$ cat src/rtl/a5_1.sv
// Bit-serial A5/1 keystream core: key load, optional warm-up, keystream with 64-bit history.
// Optional 100-cycle mixing phase is enabled by defining A51_WARMUP_EN.
module a5_1 (
  input  logic        clk,
  input  logic        reset,
  input  logic [63:0] key,
  input  logic [63:0] plaintext,
  output logic        z,
  output logic [63:0] ciphertext,
  output logic        ks_valid
);

  typedef enum logic [1:0] {
    ST_LOAD      = 2'd0,
    ST_WARMUP    = 2'd1,
    ST_KEYSTREAM = 2'd2
  } state_t;

  localparam logic [6:0] LOAD_LAST   = 7'd63;
  localparam logic [6:0] WARMUP_LAST = 7'd99;

  state_t      state_q, state_d;
  logic [6:0]  cnt_q, cnt_d;
  logic [18:0] r1_q, r1_d;
  logic [21:0] r2_q, r2_d;
  logic [22:0] r3_q, r3_d;
  logic [63:0] ks_q, ks_d;

  logic fb1, fb2, fb3;
  logic maj, z_raw, in_load, in_ks, inj;
  logic en1, en2, en3;

  always_ff @(posedge clk or posedge reset) begin
    if (reset) begin
      state_q <= ST_LOAD;
      cnt_q   <= '0;
      r1_q    <= '0;
      r2_q    <= '0;
      r3_q    <= '0;
      ks_q    <= '0;
    end else begin
      state_q <= state_d;
      cnt_q   <= cnt_d;
      r1_q    <= r1_d;
      r2_q    <= r2_d;
      r3_q    <= r3_d;
      ks_q    <= ks_d;
    end
  end

  // Datapath: all registers step during load; afterwards only those agreeing with the majority.
  always_comb begin
    fb1     = r1_q[13] ^ r1_q[16] ^ r1_q[17] ^ r1_q[18];
    fb2     = r2_q[20] ^ r2_q[21];
    fb3     = r3_q[7] ^ r3_q[20] ^ r3_q[21] ^ r3_q[22];
    maj     = (r1_q[8] & r2_q[10]) | (r1_q[8] & r3_q[10]) | (r2_q[10] & r3_q[10]);
    z_raw   = r1_q[18] ^ r2_q[21] ^ r3_q[22];
    in_load = (state_q == ST_LOAD);
    in_ks   = (state_q == ST_KEYSTREAM);
    inj     = in_load & key[cnt_q[5:0]];
    en1     = in_load | (r1_q[8]  == maj);
    en2     = in_load | (r2_q[10] == maj);
    en3     = in_load | (r3_q[10] == maj);
    r1_d    = en1 ? {r1_q[17:0], fb1 ^ inj} : r1_q;
    r2_d    = en2 ? {r2_q[20:0], fb2 ^ inj} : r2_q;
    r3_d    = en3 ? {r3_q[21:0], fb3 ^ inj} : r3_q;
    ks_d    = in_ks ? {ks_q[62:0], z_raw} : ks_q;
  end

  always_comb begin
    state_d = state_q;
    cnt_d   = cnt_q;
    case (state_q)
      ST_LOAD: begin
        if (cnt_q == LOAD_LAST) begin
          cnt_d = '0;
`ifdef A51_WARMUP_EN
          state_d = ST_WARMUP;
`else
          state_d = ST_KEYSTREAM;
`endif
        end else begin
          cnt_d = cnt_q + 7'd1;
        end
      end
      ST_WARMUP: begin
        if (cnt_q == WARMUP_LAST) begin
          cnt_d   = '0;
          state_d = ST_KEYSTREAM;
        end else begin
          cnt_d = cnt_q + 7'd1;
        end
      end
      ST_KEYSTREAM: begin
        cnt_d = (cnt_q == '1) ? cnt_q : cnt_q + 7'd1;
      end
      default: begin
        state_d = ST_LOAD;
        cnt_d   = '0;
      end
    endcase
  end

  always_comb begin
    ks_valid   = (state_q == ST_KEYSTREAM);
    z          = ks_valid & z_raw;
    ciphertext = plaintext ^ ks_q;
  end

endmodule

$ cat config.mk
export PLATFORM = sky130hd
export DESIGN_NAME = a5_1
export DESIGN_NICKNAME = d
export VERILOG_FILES = /design/src/rtl/a5_1.sv
export SDC_FILE = /design/constraint.sdc
export NUM_CORES = 1
export LEC_CHECK = 0
export ABC_AREA = 1
export BUFFER_PORTS_ARGS = -buffer_cell sky130_fd_sc_hd__buf_2
export CAP_MARGIN = 0
export CORE_MARGIN = 2
export CORE_UTILIZATION = 45
export CTS_CLUSTER_SIZE = 30
export DETAILED_ROUTE_END_ITERATION = 12
export PLACE_DENSITY_LB_ADDON = 0.15
export SKIP_LAST_GASP = 1
export SLEW_MARGIN = 20
export SYNTH_ARGS = -nofsm -noshare
export SYNTH_HDL_FRONTEND = slang
export SYNTH_SLANG_ARGS = --single-unit
$ cat constraint.sdc
create_clock -name clk -period 5.1 [get_ports clk]
set_input_delay 0.255 -clock clk [delete_from_list [all_inputs] [get_ports clk]]
set_output_delay 0.255 -clock clk [all_outputs]
set_load 0.01 [all_outputs]
==> impl_metrics.toml, run 1 <==
[worst_setup_path]
critPathLaunchType = "flop"
critical_path_buf_inv_count = 3
timing_worst_setup_path_type = "flop to flop"
critPathMaxStageDelay_ns = 0.63
crit_family = "buffers and inverters"
crit_chain = "buf_4, inv_2, nor2_2, inv_1, nand3_1, nand2_1"
arrival_ns = 2.86
worst_ep_required_time_ns = 5.40
critPathMaxFanout = 66
critPathSlowestCell = "nor2_2"
critPathCaptureType = "flop"

[cells_and_area]
n_fill_cell = 1376
drive_gt1_frac = 0.2240
fin_nets = 1185
n_antenna_cell = 0
fin_area_um2 = 8426
utilization = 0.5775
finalNonFillerCells = 1251
synthToLayoutAreaGrowth_pct = 25.31

[min_path]
hold_class = "flop to flop"

[floorplan]
die_area_um2 = 15940
die_y_um = 126.2
coreArea_um2 = 14590
num_rows = 44
die_w_um = 126.2
top_level_ports = 196
start_util = 0.4609

[yosys]
synth_edf_count = 0
synth_cell_types = 26
syn_inst = 871
ys_warn_count = 0
netlist_area_um2 = 6724
synth_area_per_cell_um2 = 7.720
synth-main-ff-cell = "dfrtp_1"
synth.net_count = 1002
ys_seq_area_frac = 0.5061
ys_seq_elements = 136
async_reset_ff_frac = 1.000

[drt]
ant_nets = 0
drc_errors = 0
drt-total-wl_mm = 14.99
vias_per_cell = 4.652
wire_per_inst_um = 11.98
vias = 5820
dr.pass1.iters = 5
drt_iter0_drc = 358

[clock_tree]
path_clk_slew_ns = 0.05
cts.sinks = 136
max-clock-path-buffers = 2
cts_resized = 0
clk_latency_ns = 0.41
postCtsSetupBuffers = 0
clockRootBuffer = "clkbuf_16"
cts_buffers = 17
cts_tree = "built"
htreeDepth = 4

[global_route]
grt_use_total = 0.1955
antenna_found_initial = 0
grt_overflow = 0
grt_pass1_vias = 5463
grt_pass1_wl_mm = 25.46
grt_max_degree = 81

[placed_design]
port_buffers = 195
dpl_cell_area_um2 = 7792
post-place-ws_ns = 2.154
placedCellCount = 1218
gp_congestion = 0.7979
dp_hpwl_mm = 10.38

[sta]
tns_ns = 0
fin_crit_sh = 0.5024
max_freq_mhz = 390.3
rsz0062_at_grt = "no"
fin_ws_ns = 2.538
finClkSkew_ns = 0.007337
slew_viol_final = 0
post-route-min-period_ns = 2.562
tightest_slew_ns = 0.8184
finalSetupViolations = 0
hold_ws_ns = 0.4624
hold_violations = 0
maxSlewHeadroom = 0.4538

[job]
maxCapViolations = 0

[power_and_ir_drop]
p_per_area_nw_per_um2 = 360.6
ir_drop_v = 0.0003078
leakagePower_nw = 5.020
totalPowerFinal_mw = 3.038

[status]
status = "complete, no violations"
## worst min-delay path: stages, from the launching register on
cell	delay [ns]
dfrtp_1	0.34
nand2_1	0.05
nand2_1	0.04
## registers in the layout, indices dropped and copies added, names as in the netlist
register,flops
r1_q,19
cnt_q,7
r2_q,22
ks_q,64
r3_q,23
state_q,1
## what timing repair did
item / 4_1_cts / 5_1_grt
hold buffers: 1 / 0
setup endpoints to repair: 0 / 0
endpoints found under the hold margin: 9 / 0
## cells by family (layout without fill, tap and decap cells)
| kind of cell | after synthesis | in the layout | share of synthesized area |
|---|---|---|---|
| AND/OR/NAND/NOR | 527 | 527 | 0.3093 |
| adder cells (fa/ha/maj) | 1 | 1 | 0.001861 |
| AO/OA/AOI/OAI | 28 | 28 | 0.02233 |
| buffers and inverters | 106 | 302 | 0.06531 |
| XOR/XNOR | 73 | 73 | 0.09509 |
| flip-flops | 136 | 136 | 0.5061 |
## final cells by class
cell class              instances  area (um^2)  area share
clock buffers                  21        450.4     0.05346
clock inverters                11        171.4     0.02034
inverters                      70        270.3     0.03208
multi-input cells             629         2882      0.3420
flip-flops and latches        136         3406      0.4042
well taps                     184        230.2     0.02732
repair buffers                200         1016      0.1206
## layout by cell type, fill, tap and decap left out, types with 3 or more instances in the layout
master,count
inv_1,65
clkbuf_1,3
o211ai_1,4
nand3_1,48
buf_4,4
buf_2,195
o21ai_0,19
a21oi_1,4
xor2_1,69
or2_1,3
xnor2_1,4
clkbuf_16,17
nand2_1,456
bufinv_16,4
dfrtp_1,134
nor2_1,13
## cell usage after synthesis (3+ instances only)
master	number	share of area
inv_1	66	0.037
o211ai_1	4	0.0045
o21ai_0	19	0.014
nand3_1	48	0.036
or2_1	3	0.0028
dfrtp_1	136	0.51
buf_2	13	0.0097
a21oi_1	4	0.0030
clkbuf_1	17	0.0095
nand2_1	456	0.25
xor2_1	69	0.090
nor2_1	13	0.0073
xnor2_1	4	0.0052
## power breakdown
group          total [mW]  internal (mW)  switching, mW
logic               0.406          0.179          0.228
registers            1.35           1.25         0.0982
clock network        1.29          0.832          0.453
total                3.04           2.26          0.779
## worst paths after layout
kind,cells after the start,slack (ns),end,startpoint
max,6,2.54,r2_q[0]$_DFFE_PP0P_,state_q[1]$_DFFE_PP0P_
min,2,0.46,r3_q[5]$_DFFE_PP0P_,r3_q[4]$_DFFE_PP0P_
max reg2reg,6,2.54,r2_q[0]$_DFFE_PP0P_,state_q[1]$_DFFE_PP0P_
min reg2reg,2,0.46,r3_q[5]$_DFFE_PP0P_,r3_q[4]$_DFFE_PP0P_
max in group asynchronous,4,3.37,cnt_q[0]$_DFFE_PP0P_,reset
min in group asynchronous,3,0.49,ks_q[43]$_DFFE_PP0P_,reset
## per-layer routing
metal | vias to the layer above | part of all wire | global-route usage
met3 | 19 | 0.052 | 0.04376
met2 | 154 | 0.48 | 0.3175
met4 | 0 | 0.013 | 0.06787
li1 | 2995 | - | -
met5 | - | 0 | 0
met1 | 2652 | 0.45 | 0.2601
Note: power is estimated with default switching activity, not from simulation.
==> run 2, diff against run 1 <==
==> constraint.sdc (replaced) <==
create_clock -name clk -period 2.6 [get_ports clk]
set_input_delay 0.13 -clock clk [delete_from_list [all_inputs] [get_ports clk]]
set_output_delay 0.13 -clock clk [all_outputs]
set_load 0.01 [all_outputs]
==> run 2 against run 1 <==
  * Non-clock buffer count rose by 6
  * Register-to-register slack lost 1.8 ns
  * Sequential share of layout area fell by 0.057 points
  * Clock power increased by 83%
  * Critical path type unchanged
  * Sequential power up 96%
  * Highest routed layer unchanged
  * Worst hold slack got worse by 0.017 ns
  * Utilization increased by 0.060 points
  * Count of clock-buffer cells in the layout decreased by 1
  * Sequential cell count unchanged
  * First-iteration DRC count rose by 41%
  * Via count shrank 1.4%
==> impl_metrics.toml, run 2 (synthesis results as in run 1) <==
[clock_tree]
cts_tree = "built"
cts.sinks = 136
postCtsSetupBuffers = 0
clockRootBuffer = "clkbuf_16"
htreeDepth = 4
path_clk_slew_ns = 0.05
cts_buffers = 17
clk_latency_ns = 0.42
max-clock-path-buffers = 2

[cells_and_area]
reg_top3 = "ks_q: 64 flops, r3_q: 23 flops, r2_q: 22 flops"
largest_register_ffs = 64
largest_register = "ks_q"
final_cell_mix = "456 x nand2_1, 195 x buf_2, 135 x dfrtp_1"
n_antenna_cell = 0
fin_nets = 1191
synthToLayoutAreaGrowth_pct = 25.44
drive_gt1_frac = 0.2269
fin_area_um2 = 8434
layout_commonest_cell = "nand2_1"

[global_route]
grt_pass1_vias = 5254
grt_use_total = 0.1914
grt_overflow = 0
antenna_found_initial = 0
grt_pass1_wl_mm = 24.81
grt_max_degree = 137

[sta]
tns_ns = 0
post-route-min-period_ns = 1.895
max_freq_mhz = 527.8
tightest_slew_ns = 0.7167
hold_violations = 0
finClkSkew_ns = 0.009694
finalSetupViolations = 0
rsz0062_at_grt = "no"
maxSlewHeadroom = 0.5222
fin_crit_sh = 0.7287
slew_viol_final = 0

[floorplan]
die_w_um = 126.2
num_rows = 44
top_level_ports = 196
die_area_um2 = 15940
start_util = 0.4609
coreArea_um2 = 14590
die_y_um = 126.2

[worst_setup_path]
regToRegSetupSlack_ns = 0.71
arrival_ns = 2.23
cp_common_cell = "nand2_1"
timing_worst_setup_path_type = "flop to flop"
critPathMaxStageDelay_ns = 0.33
critPathSlowestCell = "dfrtp_1"
crit_family = "simple AND/OR/NAND/NOR gates"
critPathCaptureType = "flop"
critPathMaxFanout = 38
worst_ep_required_time_ns = 2.94
critical_path_buf_inv_count = 1
crit_chain = "buf_4, ha_1, nand2_1, nor2_1, nand4_1, nand3_1, nand2_1, a21oi_1"
critPathLaunchType = "flop"

[status]
status = "complete, no violations"

[placed_design]
dp_hpwl_mm = 9.960
port_buffers = 195
dpl_cell_area_um2 = 7849
gp_congestion = 0.7802

[drt]
ant_nets = 0
dr.pass1.iters = 6
drc_errors = 0
wire_per_inst_um = 11.69
vias = 5741
drt_iter0_drc = 503
drt-total-wl_mm = 14.68
vias_per_cell = 4.575

[min_path]
hold_class = "input port to async pin"

[power_and_ir_drop]
totalPowerFinal_mw = 5.785
ir_drop_v = 0.0004183
leakagePower_nw = 5.042
p_per_area_nw_per_um2 = 685.9

[job]
maxCapViolations = 0
## run 2: per-layer routing
layer / global-route usage / routed length (um)
met1: 0.2567 / 6717
met5: 0 / 0
met2: 0.3077 / 7142
met4: 0.05365 / 120
met3: 0.05183 / 695
## run 2: per-stage QoR
stage          instances  setup WS (ns)  hold WS [ns]    util
6_report            1255         0.7054        0.4452  0.5781
5_1_grt             1255         0.4357        0.4790  0.5781
4_1_cts             1255         0.6915        0.4685  0.5781
3_5_place_dp        1224         0.7037        0.4053  0.5380
3_3_place_gp        1224         0.7475        0.4089  0.5380
2_1_floorplan        871         0.7769        0.3360       -
## run 2: power by group
group          internal [mW]  switching (mW)  total, mW
Clock                   1.51           0.853       2.36
Combinational          0.354           0.426      0.779
Sequential              2.45           0.192       2.64
Total                   4.31            1.47       5.79
## run 2: layout make-up
type,count,area (um^2)
Timing Repair Buffer,206,1074
Clock inverter,10,128.9
Inverter,70,269.0
Multi-Input combinational cell,629,2882
Clock buffer,20,446.7
Sequential cell,136,3405
Tap cell,184,230.2
Fill cell,1390,6155
## run 2: tightest hold or removal path, stage by stage
cell	delay (ns)
dlygate4sd3_1	0.53
buf_2	0.13
clkinvlp_4	0.07
buf_12	0.48
## run 2: worst paths after layout
check | cells past startpoint | from | endpoint
max in group asynchronous | 4 | reset | ks_q[47]$_DFFE_PP0P_
worst min-delay path | 4 | reset | ks_q[43]$_DFFE_PP0P_
worst max-delay path | 8 | cnt_q[0]$_DFFE_PP0P_ | cnt_q[5]$_DFFE_PP0P_
worst min register to register | 2 | r3_q[6]$_DFFE_PP0P_ | r3_q[7]$_DFFE_PP0P_
min in group clk | 2 | r3_q[6]$_DFFE_PP0P_ | r3_q[7]$_DFFE_PP0P_
worst max register to register | 8 | cnt_q[0]$_DFFE_PP0P_ | cnt_q[5]$_DFFE_PP0P_
## run 2: timing repair
action / CTS / global route
hold buffers: 1 / 0
setup endpoints to repair: 0 / 0
endpoints found under the hold margin: 136 / 0
gates resized for setup: 0 / 0
==> run 3, diff against run 2 <==
==> constraint.sdc (replaced) <==
create_clock -name clk -period 1.5 [get_ports clk]
set_input_delay 0.075 -clock clk [delete_from_list [all_inputs] [get_ports clk]]
set_output_delay 0.075 -clock clk [all_outputs]
set_load 0.01 [all_outputs]
==> run 3 against run 2 <==
  * Die area unchanged
  * Worst setup slack worse by 0.85 ns
  * First-iteration DRC count down 18%
  * Largest cell class unchanged
  * Largest power group unchanged
  * The flow now finishes with violations (setup timing)
  * Critical path depth up 4
  * Total power up 79%
  * Final cell count up 2.8%
  * Via count up 4.1%
  * Wire length up 4.9%
  * Clock power up 72%
  * Clock skew down 0.00082 ns
  * Global-route usage up 0.059 points
  * Sequential share of layout area down 2.4 points
==> impl_metrics.toml, run 3 (synthesis results as in run 1) <==
[worst_setup_path]
critPathMaxStageDelay_ns = 0.44
arrival_ns = 1.95
crit_chain = "buf_12, or2_1, nand3_1, nand3_1, nand3_1, nand3_2, nand3_2, nand2_4, nand2_4, nand2_1, nand3_1, nand2_1"
reg2reg_depth = 12
cp_common_cell = "nand3_1"
critPathCaptureType = "flop"
critPathLaunchType = "flop"
critPathMaxFanout = 37
timing_worst_setup_path_type = "flop to flop"
worst_ep_required_time_ns = 1.81
critPathSlowestCell = "dfrtp_2"

[sta]
tightest_slew_ns = 0.2969
tns_ns = -0.6993
finalSetupViolations = 18
post-route-min-period_ns = 1.640
fin_crit_sh = 1.094
fin_ws_ns = -0.1403
slew_viol_final = 0
finClkSkew_ns = 0.008872
max_freq_mhz = 609.6
hold_ws_ns = 0.1286
rsz0062_at_grt = "yes"
hold_violations = 0
maxSlewHeadroom = 0.8020

[floorplan]
die_area_um2 = 15940
coreArea_um2 = 14590
die_w_um = 126.2
top_level_ports = 196
start_util = 0.4609
die_y_um = 126.2
num_rows = 44

[power_and_ir_drop]
p_per_area_nw_per_um2 = 1151
ir_drop_v = 0.001018
leakagePower_nw = 5.250
totalPowerFinal_mw = 10.33

[clock_tree]
max-clock-path-buffers = 2
clk_latency_ns = 0.43
cts.sinks = 136
cts_tree = "built"
htreeDepth = 4
cts_buffers = 17
path_clk_slew_ns = 0.06
clockRootBuffer = "clkbuf_16"

[placed_design]
dp_hpwl_mm = 10.53
port_buffers = 195
gp_congestion = 0.8228
dpl_cell_area_um2 = 8112

[drt]
drc_errors = 0
drt-total-wl_mm = 15.39
drt_iter0_drc = 411
dr.pass1.iters = 4
ant_nets = 0
vias_per_cell = 4.635
wire_per_inst_um = 11.93
vias = 5979

[cells_and_area]
largest_register_ffs = 64
synthToLayoutAreaGrowth_pct = 33.48
reg_top3 = "ks_q: 64 flops, r3_q: 23 flops, r2_q: 22 flops"
n_antenna_cell = 0
largest_register = "ks_q"
final_cell_mix = "425 x nand2_1, 195 x buf_2, 134 x dfrtp_1"
n_fill_cell = 1319
fin_nets = 1224
drive_gt1_frac = 0.2893
fin_area_um2 = 8975
layout_commonest_cell = "nand2_1"

[global_route]
antenna_found_initial = 0
grt_max_degree = 65
grt_overflow = 0
grt_pass1_vias = 5257
grt_pass1_wl_mm = 24.92
grt_use_total = 0.1920

[min_path]
hold_class = "input port to async pin"

[job]
maxCapViolations = 0

[status]
status = "finished, violations left"
violations = "setup timing"
==> run 3: what timing repair did <==
item	CTS	global route
setup buffers	2	2
setup endpoints to repair	13	52
endpoints found under the hold margin	136	0
gates cloned	0	4
pin swaps	2	11
hold buffers	1	0
gates resized for setup	4	63
==> run 3: worst paths after layout <==
check | from | slack, ns | end
max in group asynchronous | reset | 0.80 | state_q[1]$_DFFE_PP0P_
worst max register to register | cnt_q[0]$_DFFE_PP0P_ | -0.14 | r2_q[0]$_DFFE_PP0P_
worst min register to register | r1_q[6]$_DFFE_PP0P_ | 0.46 | r1_q[7]$_DFFE_PP0P_
worst min-delay path | reset | 0.13 | ks_q[43]$_DFFE_PP0P_
worst max-delay path | cnt_q[0]$_DFFE_PP0P_ | -0.14 | r2_q[0]$_DFFE_PP0P_
min in group clk | plaintext[6] | 0.41 | ciphertext[6]
==> run 3: through the flow <==
stage / util / std cells / worst slack (ns)
2_1_floorplan: - / 871 / -0.2681
3_3_place_gp: 0.5560 / 1249 / -0.1996
3_5_place_dp: 0.5560 / 1249 / -0.2241
4_1_cts: 0.5980 / 1284 / -0.1639
5_1_grt: 0.6152 / 1290 / -0.3090
6_report: 0.6152 / 1290 / -0.1403
==> run 3: cell type report <==
cell class / count / area (um^2) / area share
repair buffers: 239 / 1466 / 0.1634
well taps: 184 / 230.2 / 0.02565
inverters: 70 / 274.0 / 0.03053
flip-flops and latches: 136 / 3406 / 0.3795
multi-input cells: 629 / 3020 / 0.3365
clock buffers: 19 / 442.9 / 0.04935
clock inverters: 13 / 135.1 / 0.01506
==> run 3: report_power, final <==
group	total, mW	switching, mW	internal (mW)
sequential	4.65	0.407	4.24
combinational	1.63	0.824	0.801
clock	4.05	1.69	2.37
total	10.3	2.92	7.41
==> run 3: layer usage <==
| layer | GRT usage | vias up | wire, um |
|---|---|---|---|
| li1 | - | 3079 | - |
| met1 | 0.2560 | 2741 | 7073 |
| met2 | 0.3093 | 140 | 7309 |
| met3 | 0.04758 | 19 | 801 |
| met4 | 0.06335 | 0 | 206 |
| met5 | 0 | - | 0 |
==> run 3: critical path: cells and delay by family (launching register included) <==
family | cells | cell delay [ns]
simple gates | 11 | 0.90
flops | 1 | 0.44
buf+inv | 1 | 0.18
